## src/rtl/parking_time_stamper_if.sv

```systemverilog
// Event and timestamp channel for parking_time_stamper.
// The master side issues slot events and accepts pairs; the slave side is the stamper.
interface parking_time_stamper_if #(
  parameter int SLOTS  = 8,
  parameter int SLOT_W = 3,
  parameter int TIME_W = 8
);
  logic              enter;
  logic              exit;
  logic [SLOT_W-1:0] slot_id;
  logic [SLOTS-1:0]  occupied;
  logic [TIME_W-1:0] time_now;
  logic [TIME_W-1:0] time_in;
  logic [TIME_W-1:0] time_out;
  logic              out_valid;
  logic              out_ready;
  logic              err;

  modport master (
    output enter, exit, slot_id, out_ready,
    input  occupied, time_now, time_in, time_out, out_valid, err
  );

  modport slave (
    input  enter, exit, slot_id, out_ready,
    output occupied, time_now, time_in, time_out, out_valid, err
  );
endinterface

```

## src/rtl/parking_time_stamper.sv

```systemverilog
// Prescaled 8-bit parking clock with per-slot entry timestamps.
// Each accepted exit emits a {time_in, time_out} pair on a valid/ready channel.
module parking_time_stamper #(
  parameter int SLOTS    = 8,
  parameter int SLOT_W   = 3,
  parameter int TICK_DIV = 4,
  parameter int TIME_W   = 8
) (
  input  logic                   clk,
  input  logic                   reset,
  parking_time_stamper_if.slave  bus
);

  localparam int PRE_W = (TICK_DIV > 1) ? $clog2(TICK_DIV) : 1;
  localparam logic [0:0] ST_IDLE = 1'b0;
  localparam logic [0:0] ST_FULL = 1'b1;

  logic [PRE_W-1:0]  pre_q,   pre_d;
  logic [TIME_W-1:0] time_q,  time_d;
  logic [SLOTS-1:0]  occ_q,   occ_d;
  logic [TIME_W-1:0] entry_q [SLOTS];
  logic [TIME_W-1:0] entry_d [SLOTS];
  logic [TIME_W-1:0] tin_q,   tin_d;
  logic [TIME_W-1:0] tout_q,  tout_d;
  logic [0:0]        state_q, state_d;
  logic              err_q,   err_d;

  logic slot_ok, slot_busy, can_load, enter_ok, exit_ok;

  // NOTE: every variable written below gets a default first, so no path leaves it unassigned and no latch is inferred.
  always_comb begin
    pre_d   = pre_q;
    time_d  = time_q;
    occ_d   = occ_q;
    entry_d = entry_q;
    tin_d   = tin_q;
    tout_d  = tout_q;
    state_d = state_q;

    if (pre_q == PRE_W'(TICK_DIV - 1)) begin
      pre_d  = '0;
      time_d = time_q + 1'b1;
    end else begin
      pre_d  = pre_q + 1'b1;
    end

    slot_ok   = 32'(bus.slot_id) < SLOTS;
    slot_busy = slot_ok && occ_q[bus.slot_id];
    can_load  = (state_q == ST_IDLE) || bus.out_ready;

    // Simultaneous enter and exit is ambiguous, so neither one is applied.
    enter_ok = bus.enter && !bus.exit && slot_ok && !slot_busy;
    exit_ok  = bus.exit && !bus.enter && slot_busy && can_load;
    err_d    = (bus.enter || bus.exit) && !enter_ok && !exit_ok;

    if (enter_ok) begin
      entry_d[bus.slot_id] = time_q;
      occ_d[bus.slot_id]   = 1'b1;
    end

    if (exit_ok) begin
      tin_d              = entry_q[bus.slot_id];
      tout_d             = time_q;
      occ_d[bus.slot_id] = 1'b0;
      state_d            = ST_FULL;
    end else if (state_q == ST_FULL && bus.out_ready) begin
      state_d = ST_IDLE;
    end
  end

  // NOTE: state updates use non-blocking assignments so every flop samples pre-edge values.
  always_ff @(posedge clk) begin
    if (reset) begin
      pre_q   <= '0;
      time_q  <= '0;
      occ_q   <= '0;
      tin_q   <= '0;
      tout_q  <= '0;
      state_q <= ST_IDLE;
      err_q   <= 1'b0;
      // NOTE: the entry table is small and must read back as zero after reset, so it is cleared explicitly.
      for (int i = 0; i < SLOTS; i++) entry_q[i] <= '0;
    end else begin
      pre_q   <= pre_d;
      time_q  <= time_d;
      occ_q   <= occ_d;
      entry_q <= entry_d;
      tin_q   <= tin_d;
      tout_q  <= tout_d;
      state_q <= state_d;
      err_q   <= err_d;
    end
  end

  assign bus.occupied  = occ_q;
  assign bus.time_now  = time_q;
  assign bus.time_in   = tin_q;
  assign bus.time_out  = tout_q;
  assign bus.out_valid = (state_q == ST_FULL);
  assign bus.err       = err_q;

endmodule
```

## src/flat_wrapper.sv

```systemverilog
// flat-port wrapper written by rule: the top's interface ports become plain ports
module parking_time_stamper_flat 
#(
  parameter int SLOTS    = 8,
  parameter int SLOT_W   = 3,
  parameter int TICK_DIV = 4,
  parameter int TIME_W   = 8
)
  (clk, reset, bus_enter, bus_exit, bus_slot_id, bus_out_ready, bus_occupied, bus_time_now, bus_time_in, bus_time_out, bus_out_valid, bus_err);
  parking_time_stamper_if #(.SLOTS(SLOTS), .SLOT_W(SLOT_W), .TIME_W(TIME_W)) bus_i ();
  input  logic clk;
  input  logic reset;
  input wire logic [$bits(bus_i.enter)-1:0] bus_enter;
  input wire logic [$bits(bus_i.exit)-1:0] bus_exit;
  input wire logic [$bits(bus_i.slot_id)-1:0] bus_slot_id;
  input wire logic [$bits(bus_i.out_ready)-1:0] bus_out_ready;
  output wire logic [$bits(bus_i.occupied)-1:0] bus_occupied;
  output wire logic [$bits(bus_i.time_now)-1:0] bus_time_now;
  output wire logic [$bits(bus_i.time_in)-1:0] bus_time_in;
  output wire logic [$bits(bus_i.time_out)-1:0] bus_time_out;
  output wire logic [$bits(bus_i.out_valid)-1:0] bus_out_valid;
  output wire logic [$bits(bus_i.err)-1:0] bus_err;
  assign bus_i.enter = bus_enter;
  assign bus_i.exit = bus_exit;
  assign bus_i.slot_id = bus_slot_id;
  assign bus_i.out_ready = bus_out_ready;
  assign bus_occupied = bus_i.occupied;
  assign bus_time_now = bus_i.time_now;
  assign bus_time_in = bus_i.time_in;
  assign bus_time_out = bus_i.time_out;
  assign bus_out_valid = bus_i.out_valid;
  assign bus_err = bus_i.err;
  parking_time_stamper #(.SLOTS(SLOTS), .SLOT_W(SLOT_W), .TICK_DIV(TICK_DIV), .TIME_W(TIME_W)) u_core (.clk(clk), .reset(reset), .bus(bus_i));
endmodule
```

## config.mk

```make
export PLATFORM = sky130hd
export DESIGN_NAME = parking_time_stamper_flat
export DESIGN_NICKNAME = d
export VERILOG_FILES = /design/src/rtl/parking_time_stamper_if.sv /design/src/rtl/parking_time_stamper.sv /design/src/flat_wrapper.sv
export SDC_FILE = /design/constraint.sdc
export NUM_CORES = 1
export LEC_CHECK = 0
export BUFFER_PORTS_ARGS = -buffer_cell sky130_fd_sc_hd__buf_4
export CORE_ASPECT_RATIO = 0.9
export CORE_MARGIN = 2
export CORE_UTILIZATION = 43
export CTS_BUF_LIST = sky130_fd_sc_hd__clkbuf_4 sky130_fd_sc_hd__clkbuf_8
export DETAILED_ROUTE_END_ITERATION = 8
export MAX_ROUTING_LAYER = met4
export SLEW_MARGIN = 20
export SYNTH_ARGS = -nofsm -noshare
export SYNTH_HDL_FRONTEND = slang
export SYNTH_SLANG_ARGS = --single-unit
```

## constraint.sdc

```tcl
create_clock -name clk -period 3.4 [get_ports clk]
set_input_delay 0.34 -clock clk [delete_from_list [all_inputs] [get_ports clk]]
set_output_delay 0.34 -clock clk [all_outputs]
set_load 0.01 [all_outputs]
```

# Word-level counts from Yosys, hierarchy flattened
# Cells that the tools add are included.
# word_totals
word_cells	60
rom_bits	0
in_bits	8
memories	0
latch_bits	0
output_inout_bits	34
ram_bits	0
reg_bits	100
# classes
shifts	0
addsub	2
n_bitwise	5
n_eq_ne	1
n_reduce_logical	19
n_mul	0
magnitude_cmp	4
muxes	14
div	0
# op_table
op	n
$bwmux 64	1
$mux 8	5
$bmux 8 s3	1
$demux 8 s3	1
$logic_and 1x1->1	10
$add 8x1->8 const B	1
$and 8x8->8	1
$not 8->8	1
$or 8x8->8	1
$logic_not 1->1	5
$ge 4x4->1 const B	1
$lt 3x4->1 const B	1
$lt 4x1->1 const B	1
$mux 1	4
$not 3->4	1
$bmux 1 s3	1
$demux 1 s3	1
$ge 3x1->1 const B	1
$add 2x1->2 const B	1
$eq 2x2->1 const B	1
$logic_or 1x1->1	2
$reduce_bool 2->1	1
$reduce_or 2->1	1
$not 1->1	1

# Depth between registers and ports, before layout
# Gate-level depths: netlist (run 1).
# logic_depth
word_depth	8
ltp_mapped	8
ltp_nobuf	5

# Worst setup path before layout (run 1)
# No wires, ideal clock.
# synth_timing
kind	input -> register
from	input bus_slot_id[1]
to	register u_core.tout_q[4] (netlist: u_core.bus.time_out[4])
required_time_ns	3.272
slack_ns	1.763
arrival_time_ns	1.509
cell_stages	7
path_buffers	2
setup_ns	0.128
cell_sequence	buf_4 -> nor2b_2 -> a22oi_2 -> a21oi_4 -> buf_6 -> mux2i_1 -> nor2_1
# synth_between
elab_chain_len	4
# synth_lines
item	line_no	text
from (decl)	flat_wrapper.sv:15	input wire logic [$bits(bus_i.slot_id)-1:0] bus_slot_id;
$bmux 1 s3	parking_time_stamper.sv:48	slot_busy = slot_ok && occ_q[bus.slot_id];
$mux 1 (implied by the code)	parking_time_stamper.sv:48	
$logic_and 1x1->1 (2 in series)	parking_time_stamper.sv:53	exit_ok = bus.exit && !bus.enter && slot_busy && can_load;
to (signal assigned)	parking_time_stamper.sv:89	tout_q <= tout_d;
to (decl)	parking_time_stamper.sv:24	logic [TIME_W-1:0] tout_q, tout_d;
# Every way passes these cells. The select of a mux whose other input is x is not followed.
# A chain may end at the register's enable or synchronous reset.

# Worst setup path in the final report (run 1)
# layout_timing
from	input bus_slot_id[2]
to	register u_core.tout_q[0] (netlist: u_core.bus.time_out[0])
# Same word-level chain as after synthesis.

==> impl_metrics.prom, run 1 <==
# TYPE chip_impl_metric gauge
chip_impl_metric{name="max-clock-path-buffers",unit=""} 2
chip_impl_metric{name="power_per_cell_area",unit="nW/um^2"} 417.1
chip_impl_metric{name="finalMaxSlewViolations",unit=""} 0
chip_impl_info{name="hold_path.class",value="in -> reg"} 1
chip_impl_info{name="crit_path_cell_trace",value="buf_4 > nor2b_2 > a22oi_2 > a21oi_4 > buf_4 > mux2i_1 > nor2_1"} 1
chip_impl_metric{name="synth-seq-cells",unit=""} 100
chip_impl_metric{name="dpl.hpwl",unit="um"} 7064
chip_impl_metric{name="drcViolationCount",unit=""} 0
chip_impl_metric{name="die_height",unit="um"} 99.95
chip_impl_metric{name="setup_violations",unit=""} 0
chip_impl_metric{name="mappedNetlistArea",unit="um^2"} 4398
chip_impl_info{name="ctsRootBufferMaster",value="clkbuf_8"} 1
chip_impl_metric{name="cts_htree_levels",unit=""} 3
chip_impl_metric{name="worst_setup_hold_path_clk_slew",unit="ns"} 0.11
chip_impl_metric{name="vias",unit=""} 3305
chip_impl_metric{name="die_area",unit="um^2"} 11050
chip_impl_metric{name="finalCritPeriodShare",unit=""} 0.6385
chip_impl_metric{name="share_comb_of_total_power",unit=""} 0.062
chip_impl_metric{name="ys_async_sr_fraction",unit=""} 0
chip_impl_metric{name="design.portCount",unit=""} 42
chip_impl_metric{name="post_synth_num_cell_types",unit=""} 50
chip_impl_metric{name="syn_nets",unit=""} 455
chip_impl_metric{name="sequentialPowerShare",unit=""} 0.584
chip_impl_metric{name="detail_route.wirelength",unit="um"} 10770
chip_impl_metric{name="portion_of_total_power_attributed_to_the_clock_network",unit=""} 0.354
chip_impl_metric{name="ys_seq_area_frac",unit=""} 0.4552
chip_impl_metric{name="portBuffers",unit=""} 41
chip_impl_metric{name="setup-tns-final",unit="ns"} 0
chip_impl_metric{name="cell_internal_pwr",unit="uW"} 1499
chip_impl_metric{name="critical_path.max_stage_delay",unit="ns"} 0.66
chip_impl_metric{name="grt_pass1_wl",unit="um"} 17520
chip_impl_metric{name="initial_utilization",unit=""} 0.4348
chip_impl_info{name="setup.worst_path.start_class",value="primary input"} 1
chip_impl_metric{name="drt_pass1_iterations",unit=""} 4
chip_impl_metric{name="chipWidth",unit="um"} 110.6
chip_impl_metric{name="synth_enable_flop_cells",unit=""} 0
chip_impl_metric{name="cts_made_buffers",unit=""} 9
chip_impl_metric{name="required",unit="ns"} 3.62
chip_impl_info{name="result_of_the_run",value="finished clean"} 1
chip_impl_metric{name="drv.max_cap_violation_count",unit=""} 0
chip_impl_metric{name="number_of_global_route_vias_before_repair",unit=""} 3217
chip_impl_metric{name="clkSinkCount",unit=""} 100
chip_impl_info{name="dominantRegCellSynth",value="dfxtp_1"} 1
chip_impl_info{name="rsz_0062_raised_after_global_routing",value="false"} 1
chip_impl_metric{name="post_drt_via_cell_ratio",unit=""} 5.527
chip_impl_metric{name="drtIter0Drc",unit=""} 169
chip_impl_metric{name="final_core_utilization",unit=""} 0.4827
chip_impl_metric{name="worst_pin_slew",unit="ns"} 1.001
chip_impl_metric{name="cts_setup_buffers",unit=""} 0
chip_impl_metric{name="grt_ovf",unit=""} 0
chip_impl_metric{name="num_rows",unit=""} 35
chip_impl_metric{name="gp_routability_congestion",unit=""} 0.8266
chip_impl_metric{name="maxClockFrequency",unit="MHz"} 460.7
chip_impl_metric{name="ctsHoldBuffers",unit=""} 0
chip_impl_metric{name="layout-area-overhead-vs-synth",unit="%"} 11.04
chip_impl_metric{name="power.static_leakage",unit="uW"} 0.001917
chip_impl_metric{name="syn_inst",unit=""} 445
chip_impl_metric{name="post_cts_resize_count",unit=""} 0
chip_impl_info{name="worst_path_most_repeated_cell",value="buf_4"} 1
chip_impl_metric{name="preCtsSetupSlack",unit="ns"} 0.8566
chip_impl_metric{name="antenna_found_initial",unit=""} 0
chip_impl_metric{name="clkLatencyLatePin",unit="ns"} 0.37
chip_impl_metric{name="worst_slew_margin_rel",unit=""} 0.3327
chip_impl_metric{name="diodes",unit=""} 0
chip_impl_metric{name="synthesis.yosys.warnings",unit=""} 0
chip_impl_metric{name="avgSynthCellArea",unit="um^2"} 9.883
chip_impl_metric{name="worst-path-max-fanout",unit=""} 30
chip_impl_metric{name="dpl_cell_area",unit="um^2"} 4701
chip_impl_metric{name="post-route-min-period",unit="ns"} 2.171
chip_impl_metric{name="final_net_count",unit=""} 474
chip_impl_metric{name="maximum_number_of_pins_on_one_net_before_global_route_repair",unit=""} 101
chip_impl_metric{name="grt_util_all_layers",unit=""} 0.2076
chip_impl_metric{name="core",unit="um^2"} 10120
chip_impl_metric{name="detail-route-antenna-nets",unit=""} 0
chip_impl_metric{name="clock_skew",unit="ns"} 0.01546
chip_impl_metric{name="switching_share",unit=""} 0.2641
chip_impl_metric{name="routed_wire_length_per_instance",unit="um"} 18.02
chip_impl_metric{name="worst_ep_arrival_time",unit="ns"} 2.39
chip_impl_metric{name="cell_area_after_layout",unit="um^2"} 4883
chip_impl_metric{name="power_switching",unit="uW"} 537.9
chip_impl_info{name="clock_tree_from_tritoncts",value="built"} 1
chip_impl_info{name="crit_path_end_kind",value="flip-flop"} 1
chip_impl_metric{name="timing_hold_violations_final",unit=""} 0
chip_impl_metric{name="total_power",unit="uW"} 2037
chip_impl_info{name="ws_path_type",value="in -> reg"} 1
chip_impl_metric{name="post_route_cells_drive_above_1_share",unit=""} 0.1791
chip_impl_metric{name="power.ir.vdd_worst",unit="V"} 0.0002275
chip_impl_metric{name="setup_ws",unit="ns"} 1.229
chip_impl_info{name="slowest_stage",value="a21oi_4"} 1
## metrics by stage
stage / instances / hold WS, ns
floorplan: 445 / 0.4043
global placement: 582 / 0.4138
detailed placement: 582 / 0.4324
CTS: 598 / 0.2494
global route: 598 / 0.2578
finish: 598 / 0.2648
## logic make-up after synthesis
kind of cell	count (synthesis)	synth area share
AO/OA/AOI/OAI	59	0.1004
XOR/XNOR	5	0.009957
adder cells (fa/ha/maj)	2	0.005689
buffers and inverters	37	0.04210
flip-flops	100	0.4552
multiplexers	97	0.2276
AND/OR/NAND/NOR	145	0.1590
## power groups by stage
stage,logic [uW],registers [uW],clock network (uW)
3_3_place_gp,124,1220,0
2_1_floorplan,95.5,1210,0
5_1_grt,137,1190,793
4_1_cts,126,1190,742
6_report,127,1190,721
3_5_place_dp,126,1220,0
## layout by cell type, fill, tap and decap left out, types with 4 or more instances in the layout
cell type | Yosys | final
mux2i_1 | 85 | 85
o21ai_0 | 6 | 6
dfxtp_1 | 100 | 100
a311oi_1 | 4 | 4
mux2_2 | 10 | 10
xor2_1 | 4 | 4
a211oi_1 | 6 | 6
nor3_4 | 4 | 4
nor2_1 | 95 | 95
clkbuf_8 | 0 | 9
a21oi_1 | 14 | 14
nor2b_1 | 4 | 4
nand3_1 | 4 | 4
nand2_1 | 15 | 15
buf_4 | 2 | 42
nor3_1 | 4 | 4
a221oi_1 | 6 | 6
a22oi_1 | 5 | 5
## path summary, 6_finish.rpt
check,startpoint,to,slack (ns),depth (start not counted)
min reg2reg,u_core.pre_q[0],u_core.pre_q[0],0.45,1
max,bus_slot_id[2],u_core.bus.time_out[0],1.23,7
min,bus_enter,u_core.bus.err,0.26,3
max reg2reg,flip-flop,u_core.bus.time_out[0],1.29,6
## final cells by class
cell class,count,area (um^2)
Fill cell,967,5233
Multi-Input combinational cell,308,2211
Sequential cell,100,2002
Timing Repair Buffer,42,315.3
Tap cell,129,161.4
Clock buffer,9,123.9
Clock inverter,7,58.81
Inverter,3,11.26
## cells in the mapped netlist (2+ instances only)
cell type,number,area share
nor3_1,4,0.0046
or3_1,3,0.0043
buf_1,2,0.0017
a22oi_1,5,0.0085
a221oi_1,6,0.012
a21oi_1,14,0.016
and3_1,2,0.0028
nand4_1,3,0.0043
mux2i_1,85,0.19
nor3_4,4,0.015
dfxtp_1,100,0.46
nand2_1,15,0.013
nand2b_1,3,0.0043
buf_6,4,0.010
o22ai_1,3,0.0043
inv_1,3,0.0026
a311oi_1,4,0.0080
a22oi_2,2,0.0057
mux2_2,10,0.026
a31oi_1,2,0.0028
nor2_1,95,0.081
o21ai_0,6,0.0068
clkbuf_1,19,0.016
a211oi_1,6,0.010
nor2b_1,4,0.0057
buf_4,2,0.0034
ha_1,2,0.0057
xor2_1,4,0.0080
nand3_1,4,0.0046
a211oi_2,3,0.0085
buf_2,7,0.0080
## sequential cells by signal, summed over array words and instances, names as in the netlist, named ones only
name                  flops
u_core.entry_q           64
u_core.bus.out_valid      1
u_core.bus.err            1
u_core.bus.time_in        8
u_core.bus.occupied       7
u_core.pre_q              2
u_core.bus.time_out       8
u_core.bus.time_now       8
## worst max-delay path, delay by kind of cell
| kind | cells | cell delay [ns] |
|---|---|---|
| buffers and inverters | 2 | 0.61 |
| AO/OA/AOI/OAI | 2 | 0.79 |
| AND/OR/NAND/NOR | 2 | 0.43 |
| multiplexers | 1 | 0.18 |
## per-layer routing
metal | global-route usage | vias to the layer above | wire length, um
li1 | - | 1601 | -
met1 | 0.2835 | 1614 | 5254
met2 | 0.3138 | 74 | 4970
met3 | 0.04227 | 16 | 378
met4 | 0.06154 | 0 | 171
met5 | - | - | 0
Note: power is estimated with default switching activity, not from simulation.
==> inputs of run 2 (changes only) <==
clock period = 2.16 ns   (was 3.4 ns; I/O delays follow)
==> impl_metrics.prom, run 2 (synthesis gave the netlist of run 1 again) <==
# TYPE chip_impl_metric gauge
chip_impl_info{name="result_of_the_run",value="finished clean"} 1
chip_impl_metric{name="post-route-min-period",unit="ns"} 1.675
chip_impl_metric{name="worst_ep_arrival_time",unit="ns"} 2.00
chip_impl_metric{name="worst_pin_slew",unit="ns"} 0.6206
chip_impl_metric{name="die_area",unit="um^2"} 11050
chip_impl_metric{name="detail-route-antenna-nets",unit=""} 0
chip_impl_metric{name="post_cts_resize_count",unit=""} 0
chip_impl_info{name="layout_commonest_cell",value="dfxtp_1"} 1
chip_impl_metric{name="multi_input_comb_area",unit="um^2"} 2211
chip_impl_metric{name="max_reg_flops",unit=""} 64
chip_impl_metric{name="fill_cells",unit=""} 949
chip_impl_metric{name="post_drt_via_cell_ratio",unit=""} 5.451
chip_impl_metric{name="cts_made_buffers",unit=""} 9
chip_impl_metric{name="power_switching",unit="uW"} 890.6
chip_impl_info{name="clock_tree_from_tritoncts",value="built"} 1
chip_impl_metric{name="maxClockFrequency",unit="MHz"} 597.0
chip_impl_metric{name="cp_num_buf_inv",unit=""} 0
chip_impl_metric{name="power.static_leakage",unit="uW"} 0.002059
chip_impl_metric{name="initial_utilization",unit=""} 0.4348
chip_impl_metric{name="design.portCount",unit=""} 42
chip_impl_info{name="crit_path_cell_trace",value="ha_1 > nand4_1 > or3_1 > a21oi_1"} 1
chip_impl_metric{name="num_rows",unit=""} 35
chip_impl_metric{name="diodes",unit=""} 0
chip_impl_metric{name="clkSinkCount",unit=""} 100
chip_impl_metric{name="drtIter0Drc",unit=""} 209
chip_impl_metric{name="register_area",unit="um^2"} 2002
chip_impl_metric{name="setup-tns-final",unit="ns"} 0
chip_impl_metric{name="drt_pass1_iterations",unit=""} 5
chip_impl_metric{name="worst-path-max-fanout",unit=""} 8
chip_impl_metric{name="sequentialPowerShare",unit=""} 0.566
chip_impl_info{name="regMostFlops",value="u_core.entry_q"} 1
chip_impl_metric{name="share_comb_of_total_power",unit=""} 0.072
chip_impl_metric{name="drv.max_cap_violation_count",unit=""} 0
chip_impl_metric{name="grt_util_all_layers",unit=""} 0.2107
chip_impl_metric{name="portBuffers",unit=""} 41
chip_impl_metric{name="finalCritPeriodShare",unit=""} 0.7755
chip_impl_metric{name="layout-area-overhead-vs-synth",unit="%"} 16.53
chip_impl_metric{name="switching_share",unit=""} 0.2705
chip_impl_info{name="path_delay_family",value="simple AND/OR/NAND/NOR gates"} 1
chip_impl_metric{name="worst_slew_margin_rel",unit=""} 0.5853
chip_impl_metric{name="worst_setup_hold_path_clk_slew",unit="ns"} 0.11
chip_impl_metric{name="detail_route.wirelength",unit="um"} 11100
chip_impl_metric{name="critical_path.max_stage_delay",unit="ns"} 0.44
chip_impl_metric{name="finalMaxSlewViolations",unit=""} 0
chip_impl_info{name="hold_path.class",value="in -> reg"} 1
chip_impl_metric{name="power.ir.vdd_worst",unit="V"} 0.0003326
chip_impl_metric{name="antenna_found_initial",unit=""} 0
chip_impl_metric{name="cell_internal_pwr",unit="uW"} 2402
chip_impl_metric{name="core",unit="um^2"} 10120
chip_impl_metric{name="max-clock-path-buffers",unit=""} 2
chip_impl_info{name="setup.worst_path.start_class",value="flip-flop"} 1
chip_impl_metric{name="ctsHoldBuffers",unit=""} 0
chip_impl_metric{name="gp_routability_congestion",unit=""} 0.9033
chip_impl_metric{name="clkLatencyLatePin",unit="ns"} 0.38
chip_impl_info{name="rsz_0062_raised_after_global_routing",value="false"} 1
chip_impl_metric{name="dpl.hpwl",unit="um"} 7531
chip_impl_metric{name="grt_ovf",unit=""} 0
chip_impl_metric{name="required",unit="ns"} 2.48
chip_impl_info{name="ctsRootBufferMaster",value="clkbuf_8"} 1
chip_impl_metric{name="cts_setup_buffers",unit=""} 0
chip_impl_metric{name="drcViolationCount",unit=""} 0
chip_impl_metric{name="number_of_global_route_vias_before_repair",unit=""} 3227
chip_impl_metric{name="post_route_cells_drive_above_1_share",unit=""} 0.2206
chip_impl_metric{name="regToRegSetupSlack",unit="ns"} 0.48
chip_impl_metric{name="grt_pass1_wl",unit="um"} 17680
chip_impl_metric{name="chipWidth",unit="um"} 110.6
chip_impl_metric{name="timing_hold_violations_final",unit=""} 0
chip_impl_metric{name="portion_of_total_power_attributed_to_the_clock_network",unit=""} 0.361
chip_impl_info{name="mostFrequentLayoutCells",value="dfxtp_1 (100), nor2_1 (95), mux2i_1 (85)"} 1
chip_impl_info{name="crit_path_end_kind",value="flip-flop"} 1
chip_impl_metric{name="clock_skew",unit="ns"} 0.01750
chip_impl_info{name="slowest_stage",value="or3_1"} 1
chip_impl_metric{name="die_height",unit="um"} 99.95
chip_impl_metric{name="final_net_count",unit=""} 499
chip_impl_metric{name="cts_htree_levels",unit=""} 3
chip_impl_info{name="ws_path_type",value="reg -> reg"} 1
chip_impl_metric{name="power_per_cell_area",unit="nW/um^2"} 642.5
chip_impl_metric{name="maximum_number_of_pins_on_one_net_before_global_route_repair",unit=""} 51
chip_impl_metric{name="setup_violations",unit=""} 0
chip_impl_metric{name="vias",unit=""} 3396
chip_impl_metric{name="final_core_utilization",unit=""} 0.5066
chip_impl_metric{name="routed_wire_length_per_instance",unit="um"} 17.81
## run 2: cell types whose count changed in the layout (fill, tap and decap cells not counted), sizes merged
| cell | before | now |
|---|---|---|
| clkinv | 3 | 2 |
| buf | 42 | 67 |
| inv | 6 | 7 |
## run 2: final cells by class
class                           instances  share of cell area
Inverter                                3            0.002197
Multi-Input combinational cell        308              0.4314
Sequential cell                       100              0.3906
Timing Repair Buffer                   67              0.1055
Tap cell                              129             0.03149
Clock buffer                            9             0.02417
Clock inverter                          7             0.01465
## run 2: worst reg2reg max path, delay by kind of cell, from the launching register on
| kind | cells | cell delay, ns |
|---|---|---|
| fa+ha+maj | 1 | 0.35 |
| flops | 1 | 0.36 |
| compound gates | 1 | 0.13 |
| simple gates | 2 | 0.77 |
## run 2: metrics by stage
step | instances | worst slack (ns) | hold WS, ns | total power [uW] | area, um^2
6_report | 623 | 0.4849 | 0.1168 | 3293 | 5125
5_1_grt | 623 | 0.3686 | 0.1107 | 3427 | 5125
4_1_cts | 623 | 0.5006 | 0.1122 | 3328 | 5125
3_5_place_dp | 607 | 0.2551 | 0.4375 | 2145 | 4926
3_3_place_gp | 607 | 0.3198 | 0.4125 | 2142 | 4926
2_1_floorplan | 445 | 0.6290 | 0.3565 | 2059 | 4398
## run 2: worst paths after layout
kind	from	end	depth (start not counted)
setup / recovery	u_core.pre_q[0]	u_core.bus.time_now[7]	4
hold / removal	bus_enter	u_core.bus.err	3
setup reg to reg	u_core.pre_q[0]	u_core.bus.time_now[7]	4
hold reg to reg	u_core.pre_q[0]	u_core.pre_q[0]	1
## run 2: power groups by stage
stage                     combinational [uW]  clock, uW  sequential, uW
after global routing                     259       1300            1870
after global placement                   235          0            1910
after floorplan                          150          0            1910
after CTS                                238       1230            1860
final                                    239       1190            1860
after detailed placement                 238          0            1910
## run 2: metal layers
metal / wire length (um) / global-route usage / vias to the layer above
li1: - / - / 1648
met2: 5098 / 0.3157 / 78
met1: 5363 / 0.2898 / 1653
met3: 471 / 0.04710 / 17
met4: 162 / 0.05673 / 0
met5: 0 / - / -
==> inputs of run 3 (changes only) <==
ABC_AREA = 1   (was not set)
clock period = 1.52 ns   (was 2.16 ns; I/O delays follow)
==> impl_metrics.prom, run 3 <==
# TYPE chip_impl_metric gauge
chip_impl_info{name="result_of_the_run",value="finished, violations left"} 1
chip_impl_info{name="violations",value="negative setup slack"} 1
chip_impl_metric{name="setup_ws",unit="ns"} -0.006047
chip_impl_metric{name="vias",unit=""} 4684
chip_impl_metric{name="preCtsSetupSlack",unit="ns"} -0.05046
chip_impl_info{name="clock_tree_from_tritoncts",value="built"} 1
chip_impl_info{name="ws_path_type",value="reg -> reg"} 1
chip_impl_metric{name="drv.max_cap_violation_count",unit=""} 0
chip_impl_metric{name="finalCritPeriodShare",unit=""} 1.004
chip_impl_metric{name="timing_hold_violations_final",unit=""} 0
chip_impl_metric{name="maximum_number_of_pins_on_one_net_before_global_route_repair",unit=""} 41
chip_impl_metric{name="dpl_cell_area",unit="um^2"} 5669
chip_impl_info{name="layout_commonest_cell",value="nand2_1"} 1
chip_impl_metric{name="post_route_cells_drive_above_1_share",unit=""} 0.2064
chip_impl_metric{name="diodes",unit=""} 0
chip_impl_metric{name="worst_pin_slew",unit="ns"} 0.5956
chip_impl_info{name="yosys_top_cell_by_area",value="dfxtp_1"} 1
chip_impl_metric{name="portBuffers",unit=""} 41
chip_impl_metric{name="netlist.area_leader.share",unit=""} 0.4006
chip_impl_metric{name="worst_slew_margin_rel",unit=""} 0.6016
chip_impl_metric{name="initial_utilization",unit=""} 0.4388
chip_impl_metric{name="die_height",unit="um"} 106.3
chip_impl_metric{name="post-route-min-period",unit="ns"} 1.526
chip_impl_metric{name="syn_nets",unit=""} 773
chip_impl_metric{name="grt_pass1_wl",unit="um"} 20410
chip_impl_metric{name="cell_area_after_layout",unit="um^2"} 6291
chip_impl_metric{name="drcViolationCount",unit=""} 0
chip_impl_metric{name="hold_path_depth",unit=""} 3
chip_impl_info{name="r2r-end",value="u_core.bus.time_in[6]"} 1
chip_impl_metric{name="cts_htree_levels",unit=""} 3
chip_impl_metric{name="die_area",unit="um^2"} 12500
chip_impl_metric{name="final_core_utilization",unit=""} 0.5524
chip_impl_metric{name="required",unit="ns"} 1.84
chip_impl_metric{name="syn_inst",unit=""} 763
chip_impl_info{name="synth.area.top_cells",value="dfxtp_1 (40%), nand2_1 (18%), nor2_1 (14%)"} 1
chip_impl_metric{name="grt_util_all_layers",unit=""} 0.2136
chip_impl_metric{name="chipWidth",unit="um"} 117.6
chip_impl_metric{name="mappedNetlistArea",unit="um^2"} 4997
chip_impl_metric{name="routed_wire_length_per_instance",unit="um"} 13.42
chip_impl_metric{name="fin_worst_hold_slack",unit="ns"} 0.04258
chip_impl_info{name="regMostFlops",value="u_core.entry_q"} 1
chip_impl_metric{name="final_net_count",unit=""} 853
chip_impl_info{name="hold_path.class",value="in -> reg"} 1
chip_impl_metric{name="worst-path-max-fanout",unit=""} 8
chip_impl_metric{name="clkLatencyLatePin",unit="ns"} 0.38
chip_impl_metric{name="core",unit="um^2"} 11390
chip_impl_metric{name="number_of_global_route_vias_before_repair",unit=""} 3985
chip_impl_metric{name="post_synth_num_cell_types",unit=""} 34
chip_impl_metric{name="cts_made_buffers",unit=""} 9
chip_impl_metric{name="post_drt_via_cell_ratio",unit=""} 4.665
chip_impl_info{name="top_post_synthesis_cells_by_count",value="nand2_1 (246), nor2_1 (188), inv_1 (103), dfxtp_1 (100), o21ai_0 (17)"} 1
chip_impl_metric{name="design.portCount",unit=""} 42
chip_impl_metric{name="ctsHoldBuffers",unit=""} 0
chip_impl_info{name="ctsRootBufferMaster",value="clkbuf_8"} 1
chip_impl_metric{name="met1Wirelength",unit="um"} 6611
chip_impl_metric{name="ff2ff_path_depth",unit=""} 12
chip_impl_metric{name="synth_enable_flop_cells",unit=""} 0
chip_impl_metric{name="drt_pass1_iterations",unit=""} 4
chip_impl_metric{name="dpl.hpwl",unit="um"} 8681
chip_impl_metric{name="clkSinkCount",unit=""} 100
chip_impl_metric{name="regToRegSetupSlack",unit="ns"} -0.006
chip_impl_metric{name="detail-route-antenna-nets",unit=""} 0
chip_impl_metric{name="max-clock-path-buffers",unit=""} 2
chip_impl_metric{name="maxClockFrequency",unit="MHz"} 655.3
chip_impl_metric{name="antenna_found_initial",unit=""} 0
chip_impl_metric{name="layout-area-overhead-vs-synth",unit="%"} 25.89
chip_impl_info{name="crit_path_end_kind",value="flip-flop"} 1
chip_impl_metric{name="ys_seq_area_frac",unit=""} 0.4006
chip_impl_metric{name="finalMaxSlewViolations",unit=""} 0
chip_impl_info{name="holdPathEnd",value="u_core.bus.err"} 1
chip_impl_metric{name="avgSynthCellArea",unit="um^2"} 6.550
chip_impl_info{name="dominantRegCellSynth",value="dfxtp_1"} 1
chip_impl_metric{name="clock_skew",unit="ns"} 0.009734
chip_impl_metric{name="worst_ep_arrival_time",unit="ns"} 1.84
chip_impl_metric{name="power_per_cell_area",unit="nW/um^2"} 802.4
chip_impl_metric{name="met2_wirelength",unit="um"} 6016
chip_impl_metric{name="power.ir.vdd_worst",unit="V"} 0.0005762
chip_impl_info{name="yosys.cell_count.top_type",value="nand2_1"} 1
chip_impl_metric{name="max_reg_flops",unit=""} 64
chip_impl_metric{name="gp_routability_congestion",unit=""} 0.8625
chip_impl_info{name="mostFrequentLayoutCells",value="nand2_1 (231), nor2_1 (179), inv_1 (102)"} 1
chip_impl_metric{name="setup_violations",unit=""} 2
chip_impl_metric{name="synthesis.yosys.warnings",unit=""} 0
chip_impl_metric{name="num_rows",unit=""} 37
chip_impl_metric{name="worst_setup_hold_path_clk_slew",unit="ns"} 0.09
chip_impl_info{name="rsz_0062_raised_after_global_routing",value="true"} 1
chip_impl_metric{name="synth-seq-cells",unit=""} 100
chip_impl_metric{name="power.static_leakage",unit="uW"} 0.003391
chip_impl_metric{name="grt_ovf",unit=""} 0
chip_impl_info{name="setup.worst_path.start_class",value="flip-flop"} 1
chip_impl_metric{name="ys_async_sr_fraction",unit=""} 0
chip_impl_metric{name="detail_route.wirelength",unit="um"} 13470
chip_impl_metric{name="drtIter0Drc",unit=""} 354
chip_impl_metric{name="total_length_of_routed_met3_wires",unit="um"} 735
chip_impl_info{name="worst_hold_startpoint",value="bus_enter"} 1
chip_impl_info{name="highest-signal-layer",value="met4"} 1
==> run 3: cell count changes in the layout (fill, tap and decap cells not counted), moves of 10 or more <==
cell / previous run / this run
mux2_2: 10 / 0
nand2_1: 15 / 231
inv_1: 3 / 102
nand2_2: 0 / 14
buf_4: 64 / 84
nor2_1: 95 / 179
nand4_4: 0 / 11
mux2i_1: 85 / 0
o21ai_0: 6 / 17
==> run 3: metrics by stage <==
step | total power (uW) | setup TNS, ns | instances
after detailed placement | 3266 | -0.09678 | 965
after global routing | 5276 | -1.900 | 1004
after global placement | 3257 | -0.02609 | 965
final | 5048 | -0.01204 | 1004
after CTS | 5047 | -0.01859 | 981
after floorplan | 3085 | 0 | 763
==> run 3: power breakdown <==
part,leakage (uW),internal [uW],switching (uW)
registers,0.000812,2680,28.1
logic,0.00248,218,337
clock network,0.000103,831,952
total,0.00339,3730,1320
==> run 3: area by class of cell <==
class	instances	area, um^2
fill	1131	5097
multi-input combinational	521	2471
sequential	100	2008
timing repair buffer	104	1002
inverter	107	409.1
tap	156	195.2
clock buffer	11	145.1
clock inverter	5	60.06
==> run 3: worst max path at each step <==
stage	start	end	cells past startpoint	slack, ns
2_1_floorplan	u_core.pre_q[0]	u_core.bus.time_now[7]	8	0.07
3_5_place_dp	bus_slot_id[0]	u_core.bus.time_in[7]	10	-0.05
4_1_cts	flip-flop	u_core.entry_q[32]	10	-0.01
5_1_grt	flip-flop	u_core.bus.time_in[6]	12	-0.09
6_report	flip-flop	u_core.bus.time_in[6]	12	-0.006
3_3_place_gp	bus_slot_id[0]	u_core.bus.time_in[7]	10	-0.03
==> run 3: timing repair <==
| item | CTS | global route |
|---|---|---|
| gates resized for setup | 1 | 42 |
| endpoints found under the setup margin | 4 | 87 |
| gates cloned | 0 | 6 |
| pin swaps | 0 | 11 |
| setup buffers | 0 | 17 |
==> run 3: routing by layer <==
metal  global-route usage  vias to the layer above
met3              0.04828                        8
li1                     -                     2442
met1               0.2911                     2131
met5                    -                        -
met4              0.05680                        0
met2               0.3206                      103
==> run 3: kinds of logic after synthesis <==
kind of cell,Yosys count,synth area share
compound gates,38,0.04206
buf+inv,145,0.1352
simple gates,476,0.4136
xor+xnor,2,0.003506
fa+ha+maj,2,0.005007
flops,100,0.4006
==> run 3: critical path: stages, from the launching register on <==
cell and delay [ns]:
dfxtp_2 0.34, inv_2 0.04, nand2_2 0.05, nand2_2 0.06, nor2_4 0.16, nor2_8 0.05
buf_6 0.11, nand2_4 0.06, nand3_4 0.14, clkbuf_16 0.22, nand2_2 0.05, nand2_1 0.05
nor2_1 0.11
